**src/rtl/writeback_ledger_if.sv**
```systemverilog
// Allocation, completion, flush and retirement signals of the writeback ledger.
// The slave modport is the ledger itself; the master modport is whoever drives it.
interface writeback_ledger_if #(
  parameter int DEPTH = 8,
  parameter int NR_W  = 4,
  parameter int TAG_W = 5
);
  localparam int IDX_W = $clog2(DEPTH);

  logic             alloc;
  logic [NR_W-1:0]  alloc_nr;
  logic [TAG_W-1:0] alloc_tag;
  logic             alloc_ready;
  logic [IDX_W-1:0] alloc_idx;
  logic             done;
  logic [IDX_W-1:0] done_idx;
  logic             flush;
  logic             retire_valid;
  logic [NR_W-1:0]  retire_nr;
  logic [TAG_W-1:0] retire_tag;
  logic [IDX_W:0]   count;
  logic             empty;
  logic             full;

  modport master (
    output alloc, alloc_nr, alloc_tag, done, done_idx, flush,
    input  alloc_ready, alloc_idx, retire_valid, retire_nr, retire_tag,
           count, empty, full
  );

  modport slave (
    input  alloc, alloc_nr, alloc_tag, done, done_idx, flush,
    output alloc_ready, alloc_idx, retire_valid, retire_nr, retire_tag,
           count, empty, full
  );
endinterface

```
**src/rtl/writeback_ledger.sv**
```systemverilog
// In-order ledger of renamed writebacks: allocate at tail, complete in any order,
// retire from head one entry per cycle and hand the freed tag back to the renamer.
module writeback_ledger #(
  parameter int DEPTH = 8,
  parameter int NR_W  = 4,
  parameter int TAG_W = 5
) (
  input  logic              clk,
  input  logic              notrst,
  writeback_ledger_if.slave bus
);
  localparam int IDX_W = $clog2(DEPTH);
  localparam int PTR_W = IDX_W + 1;

  logic [DEPTH-1:0] valid_q, valid_d;
  logic [DEPTH-1:0] done_q, done_d;
  logic [NR_W-1:0]  nr_q  [DEPTH];
  logic [TAG_W-1:0] tag_q [DEPTH];
  logic [PTR_W-1:0] head_q, head_d;
  logic [PTR_W-1:0] tail_q, tail_d;
  logic             retire_valid_q, retire_valid_d;
  logic [NR_W-1:0]  retire_nr_q, retire_nr_d;
  logic [TAG_W-1:0] retire_tag_q, retire_tag_d;

  logic [IDX_W-1:0] head_idx;
  logic [IDX_W-1:0] tail_idx;
  logic             full;
  logic             empty;
  logic             alloc_fire;
  logic             done_fire;
  logic             retire_fire;

  assign head_idx = head_q[IDX_W-1:0];
  assign tail_idx = tail_q[IDX_W-1:0];
  assign empty    = (head_q == tail_q);
  assign full     = (head_idx == tail_idx) && (head_q[IDX_W] != tail_q[IDX_W]);

  // Full is judged on pre-edge state, so a retire at the same edge never admits an alloc.
  assign alloc_fire  = bus.alloc && !full;
  assign done_fire   = bus.done && valid_q[bus.done_idx] && !done_q[bus.done_idx];
  assign retire_fire = valid_q[head_idx] && done_q[head_idx];

  always_comb begin
    valid_d        = valid_q;
    done_d         = done_q;
    head_d         = head_q;
    tail_d         = tail_q;
    retire_valid_d = 1'b0;
    retire_nr_d    = retire_nr_q;
    retire_tag_d   = retire_tag_q;
    if (bus.flush) begin
      valid_d = '0;
      done_d  = '0;
      head_d  = '0;
      tail_d  = '0;
    end else begin
      if (retire_fire) begin
        valid_d[head_idx] = 1'b0;
        done_d[head_idx]  = 1'b0;
        head_d            = head_q + PTR_W'(1);
        retire_valid_d    = 1'b1;
        retire_nr_d       = nr_q[head_idx];
        retire_tag_d      = tag_q[head_idx];
      end
      if (done_fire) begin
        done_d[bus.done_idx] = 1'b1;
      end
      // The tail slot is free whenever alloc fires, so this never collides with head.
      if (alloc_fire) begin
        valid_d[tail_idx] = 1'b1;
        done_d[tail_idx]  = 1'b0;
        tail_d            = tail_q + PTR_W'(1);
      end
    end
  end

  always_ff @(posedge clk or negedge notrst) begin
    if (!notrst) begin
      valid_q        <= '0;
      done_q         <= '0;
      head_q         <= '0;
      tail_q         <= '0;
      retire_valid_q <= 1'b0;
      retire_nr_q    <= '0;
      retire_tag_q   <= '0;
    end else begin
      valid_q        <= valid_d;
      done_q         <= done_d;
      head_q         <= head_d;
      tail_q         <= tail_d;
      retire_valid_q <= retire_valid_d;
      retire_nr_q    <= retire_nr_d;
      retire_tag_q   <= retire_tag_d;
    end
  end

  // Payload is only meaningful while valid is set, so it needs no reset.
  always_ff @(posedge clk) begin
    if (alloc_fire && !bus.flush) begin
      nr_q[tail_idx]  <= bus.alloc_nr;
      tag_q[tail_idx] <= bus.alloc_tag;
    end
  end

  assign bus.alloc_ready  = !full;
  assign bus.alloc_idx    = tail_idx;
  assign bus.retire_valid = retire_valid_q;
  assign bus.retire_nr    = retire_nr_q;
  assign bus.retire_tag   = retire_tag_q;
  assign bus.count        = tail_q - head_q;
  assign bus.empty        = empty;
  assign bus.full         = full;
endmodule

```
**src/flat_wrapper.sv**
```systemverilog
// flat-port wrapper written by rule: the top's interface ports become plain ports
module writeback_ledger_flat 
#(
  parameter int DEPTH = 8,
  parameter int NR_W  = 4,
  parameter int TAG_W = 5
)
  (clk, notrst, bus_alloc, bus_alloc_nr, bus_alloc_tag, bus_done, bus_done_idx, bus_flush, bus_alloc_ready, bus_alloc_idx, bus_retire_valid, bus_retire_nr, bus_retire_tag, bus_count, bus_empty, bus_full);
  writeback_ledger_if #(.DEPTH(DEPTH), .NR_W(NR_W), .TAG_W(TAG_W)) bus_i ();
  input  logic clk;
  input  logic notrst;
  input wire logic [$bits(bus_i.alloc)-1:0] bus_alloc;
  input wire logic [$bits(bus_i.alloc_nr)-1:0] bus_alloc_nr;
  input wire logic [$bits(bus_i.alloc_tag)-1:0] bus_alloc_tag;
  input wire logic [$bits(bus_i.done)-1:0] bus_done;
  input wire logic [$bits(bus_i.done_idx)-1:0] bus_done_idx;
  input wire logic [$bits(bus_i.flush)-1:0] bus_flush;
  output wire logic [$bits(bus_i.alloc_ready)-1:0] bus_alloc_ready;
  output wire logic [$bits(bus_i.alloc_idx)-1:0] bus_alloc_idx;
  output wire logic [$bits(bus_i.retire_valid)-1:0] bus_retire_valid;
  output wire logic [$bits(bus_i.retire_nr)-1:0] bus_retire_nr;
  output wire logic [$bits(bus_i.retire_tag)-1:0] bus_retire_tag;
  output wire logic [$bits(bus_i.count)-1:0] bus_count;
  output wire logic [$bits(bus_i.empty)-1:0] bus_empty;
  output wire logic [$bits(bus_i.full)-1:0] bus_full;
  assign bus_i.alloc = bus_alloc;
  assign bus_i.alloc_nr = bus_alloc_nr;
  assign bus_i.alloc_tag = bus_alloc_tag;
  assign bus_i.done = bus_done;
  assign bus_i.done_idx = bus_done_idx;
  assign bus_i.flush = bus_flush;
  assign bus_alloc_ready = bus_i.alloc_ready;
  assign bus_alloc_idx = bus_i.alloc_idx;
  assign bus_retire_valid = bus_i.retire_valid;
  assign bus_retire_nr = bus_i.retire_nr;
  assign bus_retire_tag = bus_i.retire_tag;
  assign bus_count = bus_i.count;
  assign bus_empty = bus_i.empty;
  assign bus_full = bus_i.full;
  writeback_ledger #(.DEPTH(DEPTH), .NR_W(NR_W), .TAG_W(TAG_W)) u_core (.clk(clk), .notrst(notrst), .bus(bus_i));
endmodule
```
**config.mk**
```make
export PLATFORM = sky130hd
export DESIGN_NAME = writeback_ledger_flat
export DESIGN_NICKNAME = d
export VERILOG_FILES = /design/src/rtl/writeback_ledger_if.sv /design/src/rtl/writeback_ledger.sv /design/src/flat_wrapper.sv
export SDC_FILE = /design/constraint.sdc
export NUM_CORES = 1
export LEC_CHECK = 0
export CORE_ASPECT_RATIO = 0.6
export CORE_UTILIZATION = 61
export CTS_BUF_LIST = sky130_fd_sc_hd__clkbuf_4
export CTS_CLUSTER_DIAMETER = 40
export DETAILED_ROUTE_END_ITERATION = 16
export PLACE_DENSITY = 0.88
export SYNTH_ARGS = -nofsm -noshare
export SYNTH_HDL_FRONTEND = slang
export SYNTH_SLANG_ARGS = --single-unit
```
**constraint.sdc**
```tcl
create_clock -name clk -period 4.4 [get_ports clk]
set_clock_uncertainty 0.2 [all_clocks]
set_input_delay 1.1 -clock clk [delete_from_list [all_inputs] [get_ports clk]]
set_output_delay 1.1 -clock clk [all_outputs]
set_load 0.01 [all_outputs]
```
After elaboration in Yosys (flattened, before gate mapping)
Memory sizes are Yosys's and may differ from the RTL's. A register that Yosys moved wholly into a read port is not among the register bits.
Index checks and enable logic that the tools add are counted.
{"block": "op_classes", "add_sub_neg": 3, "magnitude_cmp": 6, "eq_ne": 3, "muxes": 32, "bitwise_logic": 8, "n_reduce_logical": 17}
{"cell": "$mux W8", "count": 10}
{"cell": "$and A8 B8 Y8", "count": 3}
{"cell": "$mux W4", "count": 4}
{"cell": "$not A8 Y8", "count": 2}
{"cell": "$or A8 B8 Y8", "count": 2}
{"cell": "$bmux W1 S3", "count": 4}
{"cell": "$lt A3 B4 Y1 const B", "count": 3}
{"cell": "$mux W1", "count": 11}
{"cell": "$demux W1 S3", "count": 3}
{"cell": "$ge A3 B1 Y1 const B", "count": 3}
{"cell": "$logic_and A1 B1 Y1", "count": 9}
{"cell": "$add A4 B1 Y4 const B", "count": 2}
{"cell": "$logic_not A1 Y1", "count": 5}
{"cell": "$eq A4 B4 Y1", "count": 1}
{"cell": "$reduce_bool A2 Y1", "count": 2}
{"cell": "$sub A4 B4 Y4", "count": 1}
{"cell": "$eq A3 B3 Y1", "count": 1}
{"cell": "$reduce_and A2 Y1", "count": 1}
{"cell": "$ne A1 B1 Y1", "count": 1}
{"cell": "$not A1 Y1", "count": 1}
{"block": "word_totals", "register_bits": 25, "ramBits": 72, "input_bits": 17, "word_cells": 76, "n_memories": 2}
{"memory": "u_core.tag_q", "depth": 8, "word_bits": 5, "read_ports": 1, "rd_clocked_by_memory_dff": 1, "write_ports": 1, "line": "writeback_ledger.sv:18", "rtl": "logic [TAG_W-1:0] tag_q [DEPTH];"}
{"memory": "u_core.nr_q", "depth": 8, "word_bits": 4, "read_ports": 1, "rd_clocked_by_memory_dff": 1, "write_ports": 1, "line": "writeback_ledger.sv:17", "rtl": "logic [NR_W-1:0] nr_q [DEPTH];"}

Longest topological paths before layout
Gate-level depths: netlist of the first run.
{"block": "depth", "word_depth": 14, "mapped_depth": 9, "depth_no_buf": 6}

Worst setup path before layout of the first run
No wires, ideal clock.
{"block": "synth_timing", "kind": "reg2reg", "from": "reg u_core.head_q[2]", "to": "mem u_core.nr_q[2][0] (enable)", "setup_time_ns": 0.387, "t_arrival_ns": 2.656, "t_required_ns": 3.813, "path_slack_ns": 1.157, "stages_incl_launch_ff": 10, "path_buffers": 3, "period_less_slack_ns": 3.243, "cell_sequence": "dfrtp_1 -> inv_1 -> clkbuf_1 -> ha_1 -> nand3_1 -> clkbuf_1 -> or2_2 -> clkbuf_1 -> nand3_1 -> nor3_1"}
{"block": "synth_between", "elab_chain_len": 7}
{"element": "start: declaration", "line": "writeback_ledger.sv:19", "rtl": "logic [PTR_W-1:0] head_q, head_d;"}
{"element": "start signal: assignment", "line": "writeback_ledger.sv:81", "rtl": "head_q <= '0;"}
{"element": "start signal: assignment", "line": "writeback_ledger.sv:89", "rtl": "head_q <= head_d;"}
{"element": "$eq A3 B3 Y1", "line": "writeback_ledger.sv:36", "rtl": "assign full = (head_idx == tail_idx) && (head_q[IDX_W] != tail_q[IDX_W]);"}
{"element": "$logic_and A1 B1 Y1", "line": "writeback_ledger.sv:36"}
{"element": "$logic_not A1 Y1"}
{"element": "named net bus_alloc_ready", "line": "flat_wrapper.sv:18", "rtl": "output wire logic [$bits(bus_i.alloc_ready)-1:0] bus_alloc_ready;"}
{"element": "$logic_and A1 B1 Y1", "line": "writeback_ledger.sv:39", "rtl": "assign alloc_fire = bus.alloc && !full;"}
{"element": "$logic_and A1 B1 Y1", "line": "writeback_ledger.sv:99", "rtl": "if (alloc_fire && !bus.flush) begin"}
{"element": "$mux W1", "line": "writeback_ledger.sv:99"}
{"element": "$mux W1 (implied by the code)", "line": "writeback_ledger.sv:100", "rtl": "nr_q[tail_idx] <= bus.alloc_nr;"}
{"element": "end: declaration", "line": "writeback_ledger.sv:17"}
The timed path passes the listed nets, and every way through them passes these cells.

Final worst setup path of the first run
{"block": "layout_timing", "from": "reg u_core.tail_q[0]", "to": "out bus_full"}
{"block": "layout_between", "elab_chain_len": 2}
{"element": "start: declaration", "line": "writeback_ledger.sv:20", "rtl": "logic [PTR_W-1:0] tail_q, tail_d;"}
{"element": "start signal: assignment", "line": "writeback_ledger.sv:90", "rtl": "tail_q <= tail_d;"}
{"element": "$eq A3 B3 Y1", "line": "writeback_ledger.sv:36"}
{"element": "$logic_and A1 B1 Y1", "line": "writeback_ledger.sv:36"}
{"element": "end: declaration", "line": "flat_wrapper.sv:25", "rtl": "output wire logic [$bits(bus_i.full)-1:0] bus_full;"}
Every way passes these cells.

==> results.yml, run 1 <==
clocking:
  cts_tree: "built"
  holdBufCountCts: 0
  cts_max_level: 3
  cts_root_buffer: "clkbuf_4"
  path_clk_slew_ns: 0.15
  max-clock-path-buffers: 2
  worstSkewPairLatency_ns: 0.47
  cts_num_sinks: 106
  postCtsSetupBuffers: 0
  cts_resized: 0
  cts_buffers: 9
floorplan:
  die_x_um: 118
  rows: 24
  boundaryPins: 37
  dieHeight_um: 71.7
  dieArea_mm2: 0.00846
  start_util_pct: 65.4
  core_mm2: 0.00754
yosys:
  synth_nets: 409
  synthesis.area_mm2: 0.00493
  synth_area_per_cell_um2: 12.8
  synth_edf_count: 72
  ys_seq_elements: 106
  async_flop_share_pct: 32.1
  ys_types: 58
  yosysWarnings: 0
  syn_inst: 386
  seq_area_frac_synth_pct: 61.1
  ys.flop_type: "edfxtp_1"
run:
  max_cap_violations: 0
route:
  wl_per_cell_um: 21.6
  drc: 0
  vias: 3447
  viasPerCell: 6.57
  drt_pass1_iterations: 5
  ant_nets: 0
  wirelength_um: 11300
  drt_iter0_drc: 537
sta:
  finalMaxSlewViolations: 0
  max_freq_mhz: 238
  worstMarginPinSlew_ns: 0.989
  setup_violations: 0
  rsz0062_at_grt: "false"
  period_share_pct: 95.4
  relSlewSlack_pct: 33.8
  hold_viol_final: 0
  period_needed_ns: 4.20
  final.setup.tns_ns: 0
layout:
  fill_cells: 497
  syn2layout_area_growth_pct: 12.2
  nets: 439
  regArea_mm2: 0.00301
  multi_input_area_mm2: 0.00175
  diodes: 0
  finalNonFillerCells: 525
  layout-drive-gt1-share_pct: 11.9
  layout_commonest_cell: "edfxtp_1"
  layout_common_cells: "edfxtp_1, clkdlybuf4s50_1, dfrtp_1"
placed_design:
  dp.cells: 509
  place.gp.congestion: 0.946
  port_buffers: 36
  dp_hpwl_um: 7680
critical_path:
  critPathSlowestCell: "dfrtp_1"
  critPathArrivalTime_ns: 2.90
  crit_required_ns: 3.10
  cp_slowest_stage_delay_ns: 0.55
  crit_top_cell: "inv_1"
  path_class: "reg -> out"
  endpoint_kind: "primary output"
  cp_max_fo: 11
  crit_path_start_kind: "register"
  path_cells: "inv_1 -> ha_1 -> nand3_1 -> or2_2 -> inv_1 -> clkdlybuf4s50_1"
power_and_ir_drop:
  powerDensity_mw_per_mm2: 317
  p_leak_uw: 0.00202
  ir_drop_mv: 0.227
global_route:
  antenna_found_initial: 0
  grt_pass1_wl_um: 17700
  grt_pass1_vias: 3206
  met1_usage_pct: 42.8
  grt_busiest_layer: "met1"
  track_usage_pct: 28.9
  use_met3_pct: 10.6
  met2_usage_pct: 40.2
  grt_max_degree: 42
  grt_overflow: 0
min_path:
  hp-class: "reg -> reg"
status:
  status: "finished clean"
final timing paths:
kind | start | end | slack [ns] | cells past startpoint
setup / recovery | u_core.tail_q[0]$_DFFE_PN0P_ | bus_full | 0.20 | 6
hold / removal | u_core.bus.retire_nr[0]$_DFFE_PN0P_ | u_core.bus.retire_nr[0]$_DFFE_PN0P_ | 0.33 | 1
setup reg to reg | u_core.tail_q[0]$_DFFE_PN0P_ | u_core.nr_q[4][2]$_DFFE_PP_ | 1.29 | 6
hold reg to reg | u_core.bus.retire_nr[0]$_DFFE_PN0P_ | u_core.bus.retire_nr[0]$_DFFE_PN0P_ | 0.33 | 1
max in group asynchronous | notrst | u_core.bus.retire_tag[1]$_DFFE_PN0P_ | 2.84 | 2
min in group asynchronous | notrst | u_core.head_q[1]$_DFFE_PN0P_ | 0.83 | 2
kinds of logic (layout without fill, tap and decap cells):
logic type | count (synthesis) | count (layout) | synth area share (%)
AOI/OAI and AO/OA | 74 | 74 | 10.5
xor gates and xnor gates | 6 | 6 | 1.07
adders and majority gates | 6 | 6 | 1.67
buffers and inverters | 40 | 75 | 3.50
DFF | 106 | 106 | 61.1
muxes | 33 | 33 | 9.36
and+or+nand+nor | 121 | 121 | 12.8
flip-flops by register name, indices dropped and copies added, names as in the netlist:
register,count
u_core.bus.retire_nr,4
u_core.bus.retire_tag,5
u_core.bus.retire_valid,1
u_core.done_q,8
u_core.head_q,4
u_core.nr_q,32
u_core.tag_q,40
u_core.tail_q,4
u_core.valid_q,8
final cells by class:
type                            instances  share of cell area, %
Sequential cell                       106                   54.4
Multi-Input combinational cell        240                   31.6
Timing Repair Buffer                   47                   8.00
Tap cell                              104                   2.35
Clock inverter                          6                   1.47
Clock buffer                           10                   1.36
Inverter                               12                  0.814
power by group:
group	switching [uW]	leakage, uW	internal (uW)	total, uW
logic	71.0	0.000818	53.2	124
clock network	304	0.0000838	233	537
registers	11.6	0.00112	1080	1090
synthesized netlist by cell type (all sizes together), types with 4 or more instances:
master / number / area share, %
a21oi: 12 / 1.2
a221oi: 12 / 2.3
a31oi: 5 / 0.63
and2: 9 / 1.1
and3: 4 / 0.51
buf: 7 / 0.99
clkbuf: 21 / 1.6
dfrtp: 34 / 17
edfxtp: 72 / 44
ha: 5 / 1.3
inv: 11 / 0.84
mux2: 21 / 5.4
mux2i: 6 / 1.2
mux4: 6 / 2.7
nand2: 28 / 2.1
nand3: 21 / 2.1
nand4: 7 / 0.89
nor2: 20 / 1.5
nor2b: 7 / 0.89
nor3: 6 / 0.61
nor3b: 4 / 0.61
o2111ai: 4 / 0.71
o21ai: 15 / 1.5
o22ai: 5 / 0.63
stage by stage:
stage / power, uW / setup slack [ns] / instance area (um2) / utilization (%) / hold slack (ns)
2_1_floorplan: 1170 / 1.16 / 4930 / - / 0.294
3_3_place_gp: 1230 / 0.899 / 5380 / 71.3 / 0.296
3_5_place_dp: 1240 / 0.799 / 5380 / 71.3 / 0.299
4_1_cts: 1760 / 0.214 / 5530 / 73.4 / 0.335
5_1_grt: 1820 / 0.0135 / 5530 / 73.4 / 0.360
6_report: 1760 / 0.204 / 5530 / 73.4 / 0.327
per-layer routing:
metal	share of wire (%)	vias up	wire length (um)
li1	-	1527	-
met1	43	1657	4890
met2	42	239	4800
met3	13	24	1480
met4	1.6	0	179
met5	0	-	0
critical path, delay by kind of cell (launching register included):
kind,cells,cell delay (ns)
simple gates,2,0.74
fa+ha+maj,1,0.35
flops,1,0.55
buf+inv,3,0.78
No activity file was read; power rests on OpenSTA's default activity.
==> inputs of run 2 (changes only) <==
==> constraint.sdc (replaced) <==
create_clock -name clk -period 4.4 [get_ports clk]
set_clock_uncertainty 0.2 [all_clocks]
set_input_delay 1.1 -clock clk [delete_from_list [all_inputs] [get_ports clk]]
set_output_delay 1.1 -clock clk [all_outputs]
set_load 0.1 [all_outputs]
==> run 2 against run 1 <==
- die area did not move
- sequential share of layout area fell by 0.46 points
- count of clock-buffer cells in the layout fell by 1
- clock power rose by 4%
- wire length fell by 1.1%
- setup slack improved by 0.29 ns
- total power rose by 4.9%
- combinational power rose by 53%
==> results.yml, run 2 (same netlist as run 1, synthesis figures left out) <==
critical_path:
  crit_top_cell: "inv_1"
  ff2ff_path_depth: 6
  crit_required_ns: 3.10
  r2r_end: "u_core.tag_q[4][1]$_DFFE_PP_"
  crit_start: "u_core.tail_q[0]$_DFFE_PN0P_"
  cp_slowest_stage_delay_ns: 0.56
  rrSetupSlack_ns: 1.22
  crit_path_start_kind: "register"
  critPathSlowestCell: "dfrtp_1"
  path_cells: "inv_1 -> ha_1 -> nand3_1 -> or2_2 -> inv_1 -> buf_12"
  cp_max_fo: 11
  path_class: "reg -> out"
  cp_num_cells: 6
  endpoint: "bus_full"
  critPathArrivalTime_ns: 2.61
  rr_startpoint: "u_core.head_q[2]$_DFFE_PN0P_"
  worstPathBufferInverterCount: 3
  endpoint_kind: "primary output"
  path_delay_family: "simple AND/OR/NAND/NOR gates"
clocking:
  cts_num_sinks: 106
  cts_max_level: 3
  worstSkewPairLatency_ns: 0.46
  cts_buffers: 9
  max-clock-path-buffers: 2
  cts_root_buffer: "clkbuf_4"
  path_clk_slew_ns: 0.17
  cts_tree: "built"
  postCtsSetupBuffers: 0
  cts_resized: 0
  holdBufCountCts: 0
run:
  max_cap_violations: 0
floorplan:
  rows: 24
  dieHeight_um: 71.7
  die_x_um: 118
  core_mm2: 0.00754
  boundaryPins: 37
  start_util_pct: 65.4
  dieArea_mm2: 0.00846
sta:
  rsz0062_at_grt: "false"
  relSlewSlack_pct: 35.1
  setup_ws_ns: 0.492
  final.setup.tns_ns: 0
  worstMarginPinSlew_ns: 0.970
  max_freq_mhz: 256
  setup_violations: 0
  period_needed_ns: 3.91
  holdWs_ns: 0.341
  period_share_pct: 88.8
  hold_viol_final: 0
  finalMaxSlewViolations: 0
global_route:
  grt_overflow: 0
  grt_max_degree: 42
  grt_pass1_wl_um: 17800
  grt_pass1_vias: 3241
  track_usage_pct: 28.9
  antenna_found_initial: 0
status:
  status: "finished clean"
route:
  viasPerCell: 6.60
  drc: 0
  drt_iter0_drc: 374
  wl_per_cell_um: 21.4
  vias: 3456
  drt_pass1_iterations: 5
  ant_nets: 0
  wirelength_um: 11200
layout:
  syn2layout_area_growth_pct: 13.2
  nets: 438
  layout_common_cells: "edfxtp_1, dfrtp_1, clkdlybuf4s50_1"
  largest-register: "u_core.tag_q"
  layout_commonest_cell: "edfxtp_1"
  top_regs: "u_core.tag_q: 40 flops, u_core.nr_q: 32 flops"
  layout-drive-gt1-share_pct: 13.3
  fill_cells: 497
  largest_reg_flops: 40
  finalNonFillerCells: 524
  diodes: 0
min_path:
  hp-class: "reg -> reg"
  hold_path_depth: 1
placed_design:
  dp_hpwl_um: 7540
  place.gp.congestion: 0.862
  port_buffers: 36
  dp.cells: 508
  dp_slack_ns: 0.874
power_and_ir_drop:
  powerDensity_mw_per_mm2: 330
  p_leak_uw: 0.00205
  ir_drop_mv: 0.240
-- run 2: changes by cell type in the layout (fill, tap and decap cells not counted), sizes merged --
cell,before,now
clkdlybuf4s50,36,29
buf,11,17
inv,11,14
clkbuf,10,9
clkinv,4,3
clkinvlp,1,0
-- run 2: per-stage QoR --
step                      utilization, %  area [um2]  total power, uW
after global routing                74.1        5580             1890
after global placement              71.8        5420             1300
after floorplan                        -        4930             1230
after detailed placement            71.8        5420             1300
final                               74.1        5580             1840
after CTS                           74.1        5580             1840
-- run 2: per-layer routing --
layer,vias to the layer above,global-route usage [%],wire (um)
met5,-,2.27,0
met4,0,7.69,135
met3,17,7.80,1330
met2,228,41.3,4860
met1,1680,43.7,4900
li1,1531,-,-
-- run 2: layout make-up --
cell class | count | area, um2 | share of cell area [%]
flip-flops and latches | 106 | 3010 | 54.0
multi-input cells | 240 | 1750 | 31.3
repair buffers | 46 | 480 | 8.61
well taps | 104 | 130 | 2.33
clock inverters | 7 | 98.8 | 1.77
clock buffers | 9 | 67.6 | 1.21
inverters | 12 | 45.0 | 0.807
-- run 2: worst min-delay path by stage --
stage                                         start                                   end  slack [ns]
6_report       u_core.bus.retire_tag[1]$_DFFE_PN0P_  u_core.bus.retire_tag[1]$_DFFE_PN0P_        0.34
5_1_grt         u_core.bus.retire_nr[2]$_DFFE_PN0P_   u_core.bus.retire_nr[2]$_DFFE_PN0P_        0.35
4_1_cts        u_core.bus.retire_tag[1]$_DFFE_PN0P_  u_core.bus.retire_tag[1]$_DFFE_PN0P_        0.34
3_5_place_dp   u_core.bus.retire_tag[1]$_DFFE_PN0P_  u_core.bus.retire_tag[1]$_DFFE_PN0P_        0.30
3_3_place_gp   u_core.bus.retire_tag[4]$_DFFE_PN0P_  u_core.bus.retire_tag[4]$_DFFE_PN0P_        0.30
2_1_floorplan           u_core.valid_q[0]$_DFF_PN0_           u_core.valid_q[0]$_DFF_PN0_        0.29
-- run 2: where the power goes --
group          switching, uW  internal (uW)  leakage [uW]
Sequential              12.1           1080       0.00112
Clock                    321            236     0.0000890
Combinational            132           58.2      0.000843
==> inputs of run 3 (changes only) <==
--- a/config.mk
+++ b/config.mk
@@ -11,6 +11,7 @@
 export CTS_CLUSTER_DIAMETER = 40
 export DETAILED_ROUTE_END_ITERATION = 16
 export PLACE_DENSITY = 0.88
+export SLEW_MARGIN = 20
 export SYNTH_ARGS = -nofsm -noshare
 export SYNTH_HDL_FRONTEND = slang
 export SYNTH_SLANG_ARGS = --single-unit
==> results of run 3 <==
The final DEF is identical to that of run 2; final timing and power are the same.
